## config.mk

```make
export PLATFORM = sky130hd
export DESIGN_NAME = flash_boot_loader
export DESIGN_NICKNAME = d
export VERILOG_FILES = /design/src/rtl/flash_boot_loader.sv
export SDC_FILE = /design/constraint.sdc
export NUM_CORES = 1
export LEC_CHECK = 0
export BUFFER_PORTS_ARGS = -buffer_cell sky130_fd_sc_hd__buf_2
export CORE_MARGIN = 1.5
export CORE_UTILIZATION = 51
export CTS_BUF_LIST = sky130_fd_sc_hd__clkbuf_16
export DETAILED_ROUTE_END_ITERATION = 16
export GPL_TIMING_DRIVEN = 0
export PLACE_DENSITY = 0.83
export SYNTH_ARGS = -nofsm -noshare
export SYNTH_HDL_FRONTEND = slang
export SYNTH_SLANG_ARGS = --single-unit
```

## constraint.sdc

```tcl
create_clock -name clk -period 3.5 [get_ports clk]
set_input_delay 0.175 -clock clk [delete_from_list [all_inputs] [get_ports clk]]
set_output_delay 0.175 -clock clk [all_outputs]
set_load 0.01 [all_outputs]
```

## src/rtl/flash_boot_loader.sv

```systemverilog
// Boot-time SPI flash reader: streams an image out of SPI flash (mode 0,
// READ 0x03) into instruction memory, then releases the core via boot_done.
module flash_boot_loader #(
    parameter int          CLK_DIV    = 2,
    parameter logic [23:0] FLASH_BASE = 24'h000000,
    parameter int          NUM_WORDS  = 1024,
    parameter int          IMEM_AW    = 10
) (
    input  logic               clk,
    input  logic               reset_n,
    input  logic               i_boot_en,
    output logic               o_flash_sclk,
    output logic               o_flash_cs_n,
    output logic               o_flash_mosi,
    input  logic               i_flash_miso,
    output logic               o_imem_we,
    output logic [IMEM_AW-1:0] o_imem_addr,
    output logic [31:0]        o_imem_wdata,
    output logic               o_boot_done
);

    typedef enum logic [2:0] {
        S_IDLE,
        S_CS_SETUP,
        S_CMD,
        S_ADDR,
        S_DATA,
        S_CS_HOLD,
        S_DONE
    } state_t;

    localparam logic [7:0]       LP_DIV_LAST = 8'(CLK_DIV - 1);
    localparam logic [IMEM_AW:0] LP_WORDS    = (IMEM_AW + 1)'(NUM_WORDS);
    localparam logic [7:0]       LP_CMD_READ = 8'h03;

    state_t             r_state;
    state_t             w_next;
    logic [7:0]         r_cnt;
    logic               r_sclk;
    logic               r_cs_n;
    logic               r_done;
    logic               r_we;
    logic [4:0]         r_bit;
    logic [IMEM_AW:0]   r_word;
    logic [31:0]        r_tx;
    logic [30:0]        r_rx;
    logic [IMEM_AW-1:0] r_addr;
    logic [31:0]        r_wdata;

    logic               w_cnt_last;
    logic               w_shifting;
    logic               w_timed;
    logic               w_rise;
    logic               w_fall;
    logic               w_word_end;
    logic               w_load_tx;
    logic               w_cs_active;
    logic [31:0]        w_word;

    assign w_cnt_last  = (r_cnt == LP_DIV_LAST);
    assign w_shifting  = (r_state == S_CMD) || (r_state == S_ADDR) ||
                         (r_state == S_DATA);
    assign w_timed     = w_shifting || (r_state == S_CS_SETUP) ||
                         (r_state == S_CS_HOLD);
    assign w_rise      = w_shifting && !r_sclk && w_cnt_last;
    assign w_fall      = w_shifting && r_sclk && w_cnt_last;
    assign w_word      = {r_rx, i_flash_miso};
    assign w_word_end  = w_rise && (r_state == S_DATA) && (r_bit == 5'd31);
    assign w_load_tx   = (r_state == S_IDLE) && (w_next == S_CS_SETUP);
    assign w_cs_active = (w_next == S_CS_SETUP) || (w_next == S_CMD) ||
                         (w_next == S_ADDR) || (w_next == S_DATA);

    // State register
    always_ff @(posedge clk or negedge reset_n) begin
        if (!reset_n) begin
            r_state <= S_IDLE;
        end else begin
            r_state <= w_next;
        end
    end

    // Next-state logic: a bit ends on the clk edge where sclk falls
    always_comb begin
        w_next = r_state;
        unique case (r_state)
            S_IDLE:     w_next = i_boot_en ? S_CS_SETUP : S_DONE;
            S_CS_SETUP: if (w_cnt_last) w_next = S_CMD;
            S_CMD:      if (w_fall && (r_bit == 5'd7)) w_next = S_ADDR;
            S_ADDR:     if (w_fall && (r_bit == 5'd31)) w_next = S_DATA;
            S_DATA:     if (w_fall && (r_word == LP_WORDS)) w_next = S_CS_HOLD;
            S_CS_HOLD:  if (w_cnt_last) w_next = S_DONE;
            S_DONE:     w_next = S_DONE;
            default:    w_next = S_IDLE;
        endcase
    end

    // Phase counter: times every CLK_DIV-cycle half period
    always_ff @(posedge clk or negedge reset_n) begin
        if (!reset_n) begin
            r_cnt <= 8'd0;
        end else if (w_timed && !w_cnt_last) begin
            r_cnt <= r_cnt + 8'd1;
        end else begin
            r_cnt <= 8'd0;
        end
    end

    // SPI clock: low half then high half per bit, idles low
    always_ff @(posedge clk or negedge reset_n) begin
        if (!reset_n) begin
            r_sclk <= 1'b0;
        end else if (w_rise) begin
            r_sclk <= 1'b1;
        end else if (w_fall || !w_shifting) begin
            r_sclk <= 1'b0;
        end
    end

    // Chip select and sticky boot_done follow the upcoming state
    always_ff @(posedge clk or negedge reset_n) begin
        if (!reset_n) begin
            r_cs_n <= 1'b1;
            r_done <= 1'b0;
        end else begin
            r_cs_n <= !w_cs_active;
            r_done <= (w_next == S_DONE);
        end
    end

    // Bit counter advances at the end of every bit, wrapping per word
    always_ff @(posedge clk or negedge reset_n) begin
        if (!reset_n) begin
            r_bit <= 5'd0;
        end else if (w_fall) begin
            r_bit <= r_bit + 5'd1;
        end
    end

    // Command/address shifter; zeros shifted in keep MOSI low during data
    always_ff @(posedge clk or negedge reset_n) begin
        if (!reset_n) begin
            r_tx <= 32'd0;
        end else if (w_load_tx) begin
            r_tx <= {LP_CMD_READ, FLASH_BASE};
        end else if (w_fall) begin
            r_tx <= {r_tx[30:0], 1'b0};
        end
    end

    // Receive shifter samples MISO where sclk rises
    always_ff @(posedge clk or negedge reset_n) begin
        if (!reset_n) begin
            r_rx <= 31'd0;
        end else if (w_rise && (r_state == S_DATA)) begin
            r_rx <= w_word[30:0];
        end
    end

    // Word write: byte-swap the MSB-first stream into a little-endian word
    always_ff @(posedge clk or negedge reset_n) begin
        if (!reset_n) begin
            r_we    <= 1'b0;
            r_addr  <= '0;
            r_wdata <= 32'd0;
            r_word  <= '0;
        end else begin
            r_we <= w_word_end;
            if (w_word_end) begin
                r_addr  <= r_word[IMEM_AW-1:0];
                r_wdata <= {w_word[7:0], w_word[15:8],
                            w_word[23:16], w_word[31:24]};
                r_word  <= r_word + 1'b1;
            end
        end
    end

    assign o_flash_sclk = r_sclk;
    assign o_flash_cs_n = r_cs_n;
    assign o_flash_mosi = r_tx[31];
    assign o_imem_we    = r_we;
    assign o_imem_addr  = r_addr;
    assign o_imem_wdata = r_wdata;
    assign o_boot_done  = r_done;

endmodule
```

**Word-level counts from Yosys, hierarchy flattened**

Index checks and enable logic that the tools add are counted.

- $add $sub $neg: 3
- Equal/unequal tests: 15
- Muxes and demuxes: 12
- Reductions and logical operators: 26

Operators by type and width:

| operator | number |
|---|---|
| 32-bit 2-to-1 mux | 2 |
| 3-bit case mux with 7 select lines | 1 |
| 3-bit 2-to-1 mux | 6 |
| 3-bit equality test (second input constant) | 5 |
| 3-bit by 2-bit equality test with 1-bit output (second input constant) | 4 |
| 11-bit by 1-bit adder with 11-bit output (second input constant) | 1 |
| 11-bit equality test (second input constant) | 1 |
| 1-bit logical AND | 11 |
| 8-bit by 1-bit adder with 8-bit output (second input constant) | 1 |
| 8-bit by 1-bit equality test with 1-bit output (second input constant) | 1 |
| 1-bit logical OR | 8 |
| 8-bit 2-to-1 mux | 1 |
| 3-bit by 1-bit equality test with 1-bit output (second input constant) | 2 |
| 5-bit by 1-bit adder with 5-bit output (second input constant) | 1 |
| 5-bit by 3-bit equality test with 1-bit output (second input constant) | 1 |
| 5-bit equality test (second input constant) | 1 |
| 1-bit zero test | 4 |
| 2-bit nonzero test | 2 |
| 3-bit zero test | 1 |
| 1-bit 2-to-1 mux | 2 |

- Register bits: 136
- Input port bits: 4
- Word-level logic and storage cells: 68

**Depth between registers and ports, before layout**

Gate-level depths: netlist of run 1.

- Depth after elaboration: 13
- Depth in mapped cells: 9
- Mapped depth without buffers: 8

**Least setup slack after synthesis of run 1**

OpenSTA, ideal clock, no wires.

- Kind: register -> register
- From: reg r_bit[0]
- To: reg r_wdata[24], in the netlist o_imem_wdata[24]
- Setup time: 125 ps
- Arrival time: 1709 ps
- Setup slack: 1667 ps
- Stages on the path, launching flop included: 8
- Path through: dfrtp_1 ha_1 and3_1 ha_1 and4_1 buf_4 buf_4 mux2_2

- Cells in the longest elaborated chain, start to end: 2

Ends and longest elaborated chain:

| item | line | RTL |
|---|---|---|
| start, declared | 43 | `logic [4:0] r_bit;` |
| start signal, assigned | 135 | `r_bit <= r_bit + 5'd1;` |
| 5-bit equality test | 68 | `assign w_word_end = w_rise && (r_state == S_DATA) && (r_bit == 5'd31);` |
| 1-bit logical AND | 68 |  |
| end signal, assigned | 170 | `r_wdata <= {w_word[7:0], w_word[15:8],` |
| end, declared | 48 | `logic [31:0] r_wdata;` |

No other way between the ends.
A chain may end at the register's enable or synchronous reset.

**Worst setup path in the final report of run 1**

- From: reg r_bit[0]
- To: reg r_addr[2], in the netlist o_imem_addr[2]

- Cells in the longest elaborated chain, start to end: 2

Ends and longest elaborated chain:

| item | line | RTL |
|---|---|---|
| 5-bit equality test | 68 |  |
| 1-bit logical AND | 68 |  |
| end signal, assigned | 169 | `r_addr <= r_word[IMEM_AW-1:0];` |
| end, declared | 47 | `logic [IMEM_AW-1:0] r_addr;` |

No other way between the ends.

==> out/metrics.yaml, run 1 <==
job:
  maxCapViolCount: 0
global_routing:
  grt_usage_pct: 18.1
  grt_max_degree: 58
  grt_pass1_wl_mm: 13.7
  grt_overflow: 0
  antenna_found_initial: 0
  grt_pass1_vias: 2885
clock_tree:
  root_buffer: "clkbuf_16"
  post_cts_buffers: 0
  ctsResizeCount: 0
  cts_sinks: 112
  clk_pin_slew_ns: 0.08
  numCtsBuffers: 9
  clockBufferDepth: 2
  htree_num_levels: 3
  cts_tree: "yes"
  insertion_delay_ns: 0.34
setup_path:
  required_ns: 3.72
  endpoint_kind: "register"
  reg2reg_depth: 7
  cp_max_fo: 10
  crit_start: "r_bit[0]"
  reg2reg_to: "o_imem_addr[2]"
  crit_end: "o_imem_addr[2]"
  critPathArrivalTime_ns: 2.39
  crit_type: "reg2reg"
  reg2reg_slack_ns: 1.34
  cp-start-kind: "register"
  reg2reg_from: "r_bit[0]"
timing:
  slew_violations: 0
  period_minus_slack_ns: 2.16
  fin_ws_ns: 1.34
  post-route-period-util_pct: 61.8
  max_clock_freq_mhz: 463
  fin_tns_setup_ns: 0
  worst_clock_skew_ns: 0.00988
  rsz0062_at_grt: "false"
  setup_viol: 0
  slew_headroom_pct: 51.1
  final-hold-violation-count: 0
  timing.hold.ws_ns: 0.0845
  worstMarginPinSlew_ns: 0.734
min_path:
  holdCritStartpoint: "i_flash_miso"
  hp-class: "in2reg"
  hold_depth: 2
run_status:
  status: "complete, no violations"
detailed_routing:
  wl_per_cell_um: 15.8
  wl_mm: 8.01
  viasPerCell: 5.30
  ant_nets: 0
  via_count: 2687
  first_pass_iters: 4
  drc_errors: 0
  drt_iter0_markers: 119
final_layout:
  drive_gt1_share_pct: 39.1
  area_delta_synth_final_pct: 16.3
  nets: 404
  n_antenna_cell: 0
  finalNonFillerCells: 507
logic_synthesis:
  synth_cells: 331
  ys_seq_elements: 112
  syn_area_per_cell_sq_um: 13.7
  synth.distinct_cells: 39
  syn-num-nets: 341
  yosysSeqAreaShare_pct: 61.6
  syn-cell-area_sq_um: 4550
  yosys_warnings: 0
placement:
  post-place-ws_ns: 1.38
  place_hpwl_mm: 5.30
  gp_congestion: 0.800
  io_buffers: 50
  placed_cells: 490
die:
  core_area_sq_um: 8680
  ios: 51
  start_util_pct: 52.4
  fp.dieW_um: 97.5
  dieHeight_um: 97.5
  row_count: 34
  dieArea_sq_um: 9500
pwr:
  power.density_nw_per_um2: 453
  irDropWorstVdd_mv: 0.272
  power.leakage_nw: 2.78
## worst max-delay path, stage by stage (launching register included)
cell	delay, ns
dfrtp_1	0.40
ha_1	0.20
and3_1	0.16
ha_1	0.22
and4_1	0.26
buf_4	0.21
buf_4	0.23
mux2_2	0.37
## routing by layer
layer / vias to the layer above / wire [um] / track usage (%)
li1: 1269 / - / -
met4: 0 / 146 / 7.47
met2: 44 / 3850 / 29.9
met3: 12 / 249 / 3.38
met5: - / 0 / 0
met1: 1362 / 3770 / 23.6
## report_power, final
part	leakage (nW)	switching, W	internal [W]
combinational	1.12	0.0000250	0.00000592
sequential	1.51	0.000000318	0.00129
clock	0.156	0.000495	0.000577
total	2.78	0.000520	0.00188
## stage by stage
step,utilization [%],power [W],cell area (sq um)
after floorplan,-,0.00132,4550
after global placement,56.9,0.00135,4940
after detailed placement,57.2,0.00135,4970
after CTS,61.0,0.00242,5290
after global routing,61.0,0.00247,5290
final,61.0,0.00240,5290
## cells in the final DEF, fill, tap and decap left out, types with 2 or more instances in the layout
| cell | count |
|---|---|
| a211o_1 | 2 |
| nor4b_4 | 2 |
| buf_4 | 6 |
| inv_1 | 3 |
| and4_1 | 2 |
| dfrtp_1 | 111 |
| nand2_1 | 31 |
| xnor2_1 | 15 |
| a21oi_1 | 8 |
| and2_1 | 5 |
| buf_2 | 54 |
| inv_6 | 4 |
| nand4_1 | 4 |
| clkbuf_16 | 9 |
| and3_1 | 8 |
| buf_6 | 2 |
| mux2_2 | 72 |
| ha_1 | 6 |
| nand3_1 | 8 |
| clkbuf_1 | 3 |
| nor3_1 | 4 |
| nor2_1 | 12 |
| xor2_1 | 5 |
## cell type report
type                    instances  area [sq um]
repair buffers                 52           290
flip-flops and latches        112          2800
multi-input cells             200          1640
well taps                     108           135
inverters                       3          11.3
plain buffers                  16           100
fillers                       655          3380
clock inverters                 7          92.6
clock buffers                   9           225
## worst min path at each step
stage | slack (ns) | endpoint
3_5_place_dp | 0.28 | o_imem_wdata[3]
5_1_grt | 0.09 | o_imem_wdata[24]
2_1_floorplan | -0.12 | o_boot_done
6_report | 0.08 | r_rx[0]
3_3_place_gp | 0.43 | o_imem_wdata[24]
4_1_cts | 0.07 | r_rx[0]
## logic make-up after synthesis
kind of cell / after synthesis / synth area share (%)
adder cells (fa/ha/maj): 6 / 1.65
AO/OA/AOI/OAI: 16 / 2.31
AND/OR/NAND/NOR: 85 / 10.1
flip-flops: 112 / 61.6
XOR/XNOR: 20 / 3.85
multiplexers: 73 / 18.1
buffers and inverters: 19 / 2.45
## what timing repair did
| action | in CTS | in global routing |
|---|---|---|
| hold buffers | 1 | 0 |
| setup endpoints to repair | 0 | 0 |
| endpoints found under the hold margin | 55 | 0 |
## registers in the layout (all words and copies together) (netlist names)
| name | flops |
|---|---|
| r_state | 3 |
| r_bit | 5 |
| r_tx | 8 |
| o_imem_we | 1 |
| o_flash_sclk | 1 |
| r_cnt | 8 |
| o_imem_wdata | 32 |
| r_rx | 31 |
| o_flash_cs_n | 1 |
| o_boot_done | 1 |
| r_word | 11 |
| o_imem_addr | 10 |
## cell usage after synthesis (all sizes together)
master  instances  share of area, %
clkbuf          3              0.25
nand4           4              0.55
o31ai           1              0.17
nor3b           1              0.17
dfrtp         111                61
nand2          32               2.7
nor2           12              0.99
mux2           73                18
xnor2          15               2.9
a21oi           8              0.88
xor2            5              0.96
nand2b          1              0.14
or2             1              0.14
and3            8               1.1
and4            2              0.39
nor4            1              0.14
nor4bb          1              0.22
dfstp           1              0.58
a211o           2              0.39
inv             3              0.25
nand3           8              0.88
o21ai           1              0.11
nor3            4              0.44
and2            5              0.69
or3b            1              0.19
o41ai           1              0.19
o221ai          1              0.19
ha              6               1.6
nor4b           2               1.0
nand3b          1              0.17
buf            13               2.0
a41o            1              0.22
nor2b           1              0.14
a21o            1              0.17
Power figures use the tool's default switching activity.
==> inputs of run 2 (changes only) <==
==> constraint.sdc (replaced) <==
create_clock -name clk -period 2.02 [get_ports clk]
set_input_delay 0.101 -clock clk [delete_from_list [all_inputs] [get_ports clk]]
set_output_delay 0.101 -clock clk [all_outputs]
set_load 0.01 [all_outputs]
==> out/metrics.yaml, run 2 (synthesis results as in run 1) <==
run_status:
  status: "complete, no violations"
final_layout:
  drive_gt1_share_pct: 41.0  # +1.9 points
  layout_common_cells: "111 x dfrtp_1, 72 x mux2_2, 51 x buf_2"
  ff_latch_area_sq_um: 2800  # unchanged
  area_delta_synth_final_pct: 18.5
  fillers: 645  # -1.5%
  multiInputGateArea_sq_um: 1670  # +1.9%
  final_common_cell: "dfrtp_1"
  largest_reg_flops: 32  # unchanged
  nets: 405  # +0.25%
  n_antenna_cell: 0  # unchanged
  final_util_pct: 62.1  # +1.1 points
clock_tree:
  insertion_delay_ns: 0.35  # about the same
  root_buffer: "clkbuf_16"
  htree_num_levels: 3  # unchanged
  numCtsBuffers: 9  # unchanged
  cts_sinks: 112  # unchanged
  clockBufferDepth: 2  # unchanged
  cts_tree: "yes"
  clk_pin_slew_ns: 0.08  # about the same
die:
  row_count: 34  # unchanged
  fp.dieW_um: 97.5  # unchanged
  start_util_pct: 52.4  # unchanged
  ios: 51  # unchanged
  core_area_sq_um: 8680  # unchanged
  dieArea_sq_um: 9500  # unchanged
  dieHeight_um: 97.5  # unchanged
detailed_routing:
  viasPerCell: 5.36  # +1.1%
  first_pass_iters: 4  # unchanged
  wl_mm: 8.26  # +3.2%
  drc_errors: 0  # unchanged
  ant_nets: 0  # unchanged
  drt_iter0_markers: 125  # +5.0%
  wl_per_cell_um: 16.3  # +3.0%
  via_count: 2721  # +1.3%
setup_path:
  endpoint_kind: "register"
  critPathArrivalTime_ns: 2.20  # -0.19 ns
  crit_type: "reg2reg"
  cp-start-kind: "register"
  cp_max_fo: 10  # unchanged
  reg2reg_depth: 7  # unchanged
  required_ns: 2.25  # -1.47 ns
pwr:
  p_seq_share_pct: 53.9  # about the same
  irDropWorstVdd_mv: 0.477  # +75%
  power.leakage_nw: 2.80  # +0.56%
  total_power_w: 0.00416  # +74%
  power.density_nw_per_um2: 772  # +71%
  p_comb_share_pct: 1.3  # about the same
  p_clk_share_pct: 44.8  # about the same
  p_sw_share_pct: 21.9  # +0.16 points
  p_switching_w: 0.000909  # +75%
  p_int_w: 0.00325  # +73%
timing:
  post-route-period-util_pct: 97.5  # +36 points
  final-hold-violation-count: 0  # unchanged
  timing.hold.ws_ns: 0.164  # +0.0791 ns
  fin_ws_ns: 0.0512  # -1.29 ns
  worstMarginPinSlew_ns: 0.737  # +0.00297 ns
  period_minus_slack_ns: 1.97  # -0.193 ns
  worst_clock_skew_ns: 0.00959  # -0.000298 ns
  max_clock_freq_mhz: 508  # +9.8%
  slew_headroom_pct: 50.9  # -0.20 points
  setup_viol: 0  # unchanged
  slew_violations: 0  # unchanged
  rsz0062_at_grt: "true"
global_routing:
  grt_pass1_vias: 2891  # +0.21%
  grt_max_degree: 58  # unchanged
  grt_overflow: 0  # unchanged
  grt_usage_pct: 18.2  # +0.14 points
  antenna_found_initial: 0  # unchanged
  grt_pass1_wl_mm: 13.8  # +0.85%
placement:
  place_hpwl_mm: 5.30  # unchanged
  post-place-ws_ns: -0.0993  # -1.48 ns
  gp_congestion: 0.800  # unchanged
  io_buffers: 50  # unchanged
min_path:
  hold_depth: 4  # +2
  hp-class: "in2reg"
job:
  maxCapViolCount: 0  # unchanged
==> run 2: cell types whose count changed in the layout (fill, tap and decap cells not counted), moves of 2 or more <==
cell	change
buf_12	+2
clkbuf_4	+2
ha_1	-2
and3_1	-2
clkbuf_1	-2
buf_8	+3
buf_4	-2
and3_4	+2
buf_2	-3
==> run 2: what timing repair did <==
item / in CTS / in global routing
endpoints found under the setup margin: 38 / 88
pin swaps: 0 / 0
buffers inserted: 0 / 1
hold buffers: 2 / 0
endpoints found under the hold margin: 56 / 0
resized for setup: 8 / 15
==> run 2: cell type report <==
type / count / share of cell area [%]
timing repair buffer: 54 / 5.71
sequential: 112 / 52.0
clock inverter: 7 / 1.72
multi-input combinational: 200 / 30.9
inverter: 3 / 0.209
tap: 108 / 2.51
buffer: 15 / 2.76
clock buffer: 9 / 4.18
==> run 2: worst paths after layout <==
check | start | endpoint | slack [ns]
worst min register to register | r_word[10] | r_word[10] | 0.50
worst max-delay path | r_bit[0] | o_imem_addr[2] | 0.05
max in group asynchronous | reset_n | r_bit[4] | 0.94
min in group asynchronous | reset_n | o_imem_wdata[3] | 0.37
worst min-delay path | i_boot_en | r_state[2] | 0.16
worst max register to register | r_bit[0] | o_imem_addr[2] | 0.05
==> run 2: per-stage QoR <==
| step | area (sq um) | cells | TNS [ns] |
|---|---|---|---|
| after floorplan | 4550 | 331 | 0 |
| after global placement | 4940 | 489 | -40.40 |
| after detailed placement | 4970 | 490 | -2.27 |
| after CTS | 5330 | 508 | 0 |
| after global routing | 5390 | 508 | -0.142 |
| final | 5390 | 508 | 0 |
==> run 2: per-layer routing <==
layer	wire, um	track usage (%)	vias up	share of wire (%)
met5	0	0	-	0
met4	153	7.47	0	1.9
met3	258	3.31	11	3.1
met2	4060	29.9	55	49
met1	3790	24.0	1380	46
li1	-	-	1275	-
==> run 2: critical path, stage by stage (launching register included) <==
cell and delay [ns]:
dfrtp_1 0.40, ha_2 0.23, and3_4 0.19, ha_4 0.15, and4_4 0.24, buf_12 0.15
buf_12 0.14, mux2_2 0.35
==> run 2: power by group through the flow <==
stage	Clock, W	Combinational (W)	Sequential (W)
floorplan	0	0.000000984	0.00229
global placement	0	0.0000472	0.00229
detailed placement	0	0.0000559	0.00229
CTS	0.00190	0.0000588	0.00224
global route	0.00197	0.0000665	0.00224
finish	0.00187	0.0000555	0.00224
==> inputs of run 3 (changes only) <==
--- a/config.mk
+++ b/config.mk
@@ -12,6 +12,7 @@
 export DETAILED_ROUTE_END_ITERATION = 16
 export GPL_TIMING_DRIVEN = 0
 export PLACE_DENSITY = 0.83
+export SETUP_SLACK_MARGIN = 0.3
 export SYNTH_ARGS = -nofsm -noshare
 export SYNTH_HDL_FRONTEND = slang
 export SYNTH_SLANG_ARGS = --single-unit
==> out/metrics.yaml, run 3 (synthesis results as in run 1) <==
clock_tree:
  clk_pin_slew_ns: 0.07  # about the same
  cts_sinks: 112  # unchanged
  insertion_delay_ns: 0.34  # about the same
  clockBufferDepth: 2  # unchanged
  root_buffer: "clkbuf_16"
  htree_num_levels: 3  # unchanged
  numCtsBuffers: 9  # unchanged
  cts_tree: "yes"
die:
  fp.dieW_um: 97.5  # unchanged
  row_count: 34  # unchanged
  dieArea_sq_um: 9500  # unchanged
  core_area_sq_um: 8680  # unchanged
  ios: 51  # unchanged
  start_util_pct: 52.4  # unchanged
  dieHeight_um: 97.5  # unchanged
setup_path:
  cpPeakStageDelay_ns: 0.38  # -0.02 ns
  cp_max_fo: 7  # -3
  cpMaxStageDelayCell: "dfrtp_1"
  reg2reg_depth: 7  # unchanged
  path_cells: "inv_1 > ha_2 > nor4b_4 > and4_4 > buf_12 > clkbuf_16 > mux2_4"
  crit_type: "reg2reg"
  critPathArrivalTime_ns: 2.14  # -0.06 ns
  cp-start-kind: "register"
  required_ns: 2.24  # about the same
  endpoint_kind: "register"
timing:
  slew_headroom_pct: 64.9  # +14 points
  timing.hold.ws_ns: 0.0421  # -0.121 ns
  worstMarginPinSlew_ns: 0.527  # -0.210 ns
  rsz0062_at_grt: "true"
  fin_tns_setup_ns: 0  # unchanged
  worst_clock_skew_ns: 0.0100  # +0.000427 ns
  max_clock_freq_mhz: 521  # +2.6%
  period_minus_slack_ns: 1.92  # -0.0496 ns
  setup_viol: 0  # unchanged
  slew_violations: 0  # unchanged
  post-route-period-util_pct: 95.0  # -2.5 points
  final-hold-violation-count: 0  # unchanged
pwr:
  irDropWorstVdd_mv: 0.371  # -22%
  power.leakage_nw: 3.07  # +9.6%
  power.density_nw_per_um2: 638  # -17%
global_routing:
  grt_pass1_wl_mm: 15.3  # +10%
  grt_pass1_vias: 3060  # +5.8%
  grt_max_degree: 75  # +29%
  grt_usage_pct: 20.3  # +2.1 points
  grt_overflow: 0  # unchanged
  antenna_found_initial: 0  # unchanged
final_layout:
  area_delta_synth_final_pct: 35.9
  nets: 431  # +6.4%
  finalNonFillerCells: 533  # +4.9%
  fillers: 522  # -19%
  n_antenna_cell: 0  # unchanged
  fin_area_sq_um: 6190  # +15%
  layout_common_cells: "111 x dfrtp_1, 49 x buf_2, 39 x mux2_4"
  drive_gt1_share_pct: 54.8  # +14 points
  largest_reg_flops: 32  # unchanged
  final_common_cell: "dfrtp_1"
min_path:
  hp-class: "in2reg"
  hold_depth: 2  # -2
detailed_routing:
  ant_nets: 0  # unchanged
  wl_mm: 10.4  # +26%
  via_count: 2906  # +6.8%
  drc_errors: 0  # unchanged
  drt_iter0_markers: 166  # +33%
  wl_per_cell_um: 19.5  # +20%
  viasPerCell: 5.45  # +1.8%
  first_pass_iters: 4  # unchanged
placement:
  io_buffers: 50  # unchanged
  placed_cells: 490  # unchanged
  place_area_sq_um: 5010  # +0.91%
  gp_congestion: 0.825  # +3.1%
  place_hpwl_mm: 5.49  # +3.4%
run_status:
  status: "complete, no violations"
job:
  maxCapViolCount: 0  # unchanged
[run 3: cell types whose count changed in the layout (fill, tap and decap cells not counted), moves of 5 or more]
cell	change
a21oi_1	-5
a21oi_2	+5
buf_4	+7
buf_6	+8
buf_8	+6
clkbuf_16	+7
mux2_2	-38
mux2_4	+39
nand2_1	-20
nand2_2	+10
nand2_4	+9
nor2_1	-8
nor2_4	+8
[run 3: metal layers]
metal	up-vias	global-route usage, %	share of wire (%)
li1	1330	-	-
met1	1501	24.9	41
met2	63	36.0	54
met3	12	4.17	3.0
met4	0	6.26	1.2
met5	-	0	0
[run 3: report_power, final]
group / total, W / internal, W / switching (W) / leakage [nW]
logic: 0.0000553 / 0.0000103 / 0.0000449 / 1.43
registers: 0.00224 / 0.00224 / 0.00000130 / 1.51
clock network: 0.00165 / 0.000839 / 0.000811 / 0.130
[run 3: path summary, 6_finish.rpt]
check | end | from | slack [ns]
setup / recovery | o_imem_wdata[24] | r_cnt[1] | 0.10
hold / removal | o_imem_wdata[24] | i_flash_miso | 0.04
setup reg to reg | o_imem_wdata[24] | r_cnt[1] | 0.10
hold reg to reg | r_word[10] | r_word[10] | 0.48
max in group asynchronous | r_tx[31] | reset_n | 1.01
min in group asynchronous | o_imem_wdata[4] | reset_n | 0.28
[run 3: area by class of cell]
class	count	area [sq um]	share of cell area [%]
Sequential cell	112	2800	45.3
Multi-Input combinational cell	200	2050	33.2
Timing Repair Buffer	79	681	11.0
Buffer	16	233	3.76
Clock buffer	9	225	3.64
Tap cell	108	135	2.18
Clock inverter	6	45.0	0.728
Inverter	3	11.3	0.182
[run 3: per-stage QoR]
step	power [W]	setup slack, ns	utilization (%)
2_1_floorplan	0.00229	0.226	-
3_3_place_gp	0.00233	-0.321	57.4
5_1_grt	0.00407	0.0153	71.3
3_5_place_dp	0.00234	-0.0781	57.7
6_report	0.00395	0.101	71.3
4_1_cts	0.00395	0.155	65.3
[run 3: what timing repair did]
action                     in CTS  in global routing
hold buffers                    1                  0
pin swaps                      26                 23
gates cloned                    3                  7
setup endpoints to repair     107                106
hold endpoints to repair       37                  0
gates resized for setup        62                 88
buffers inserted               14                  3
[run 3: worst max-delay path: cells and delay by family, from the launching register on]
family                     cells  cell delay [ns]
adders and majority gates      1             0.15
buffers and inverters          3             0.38
and+or+nand+nor                2             0.59
DFF                            1             0.38
muxes                          1             0.30
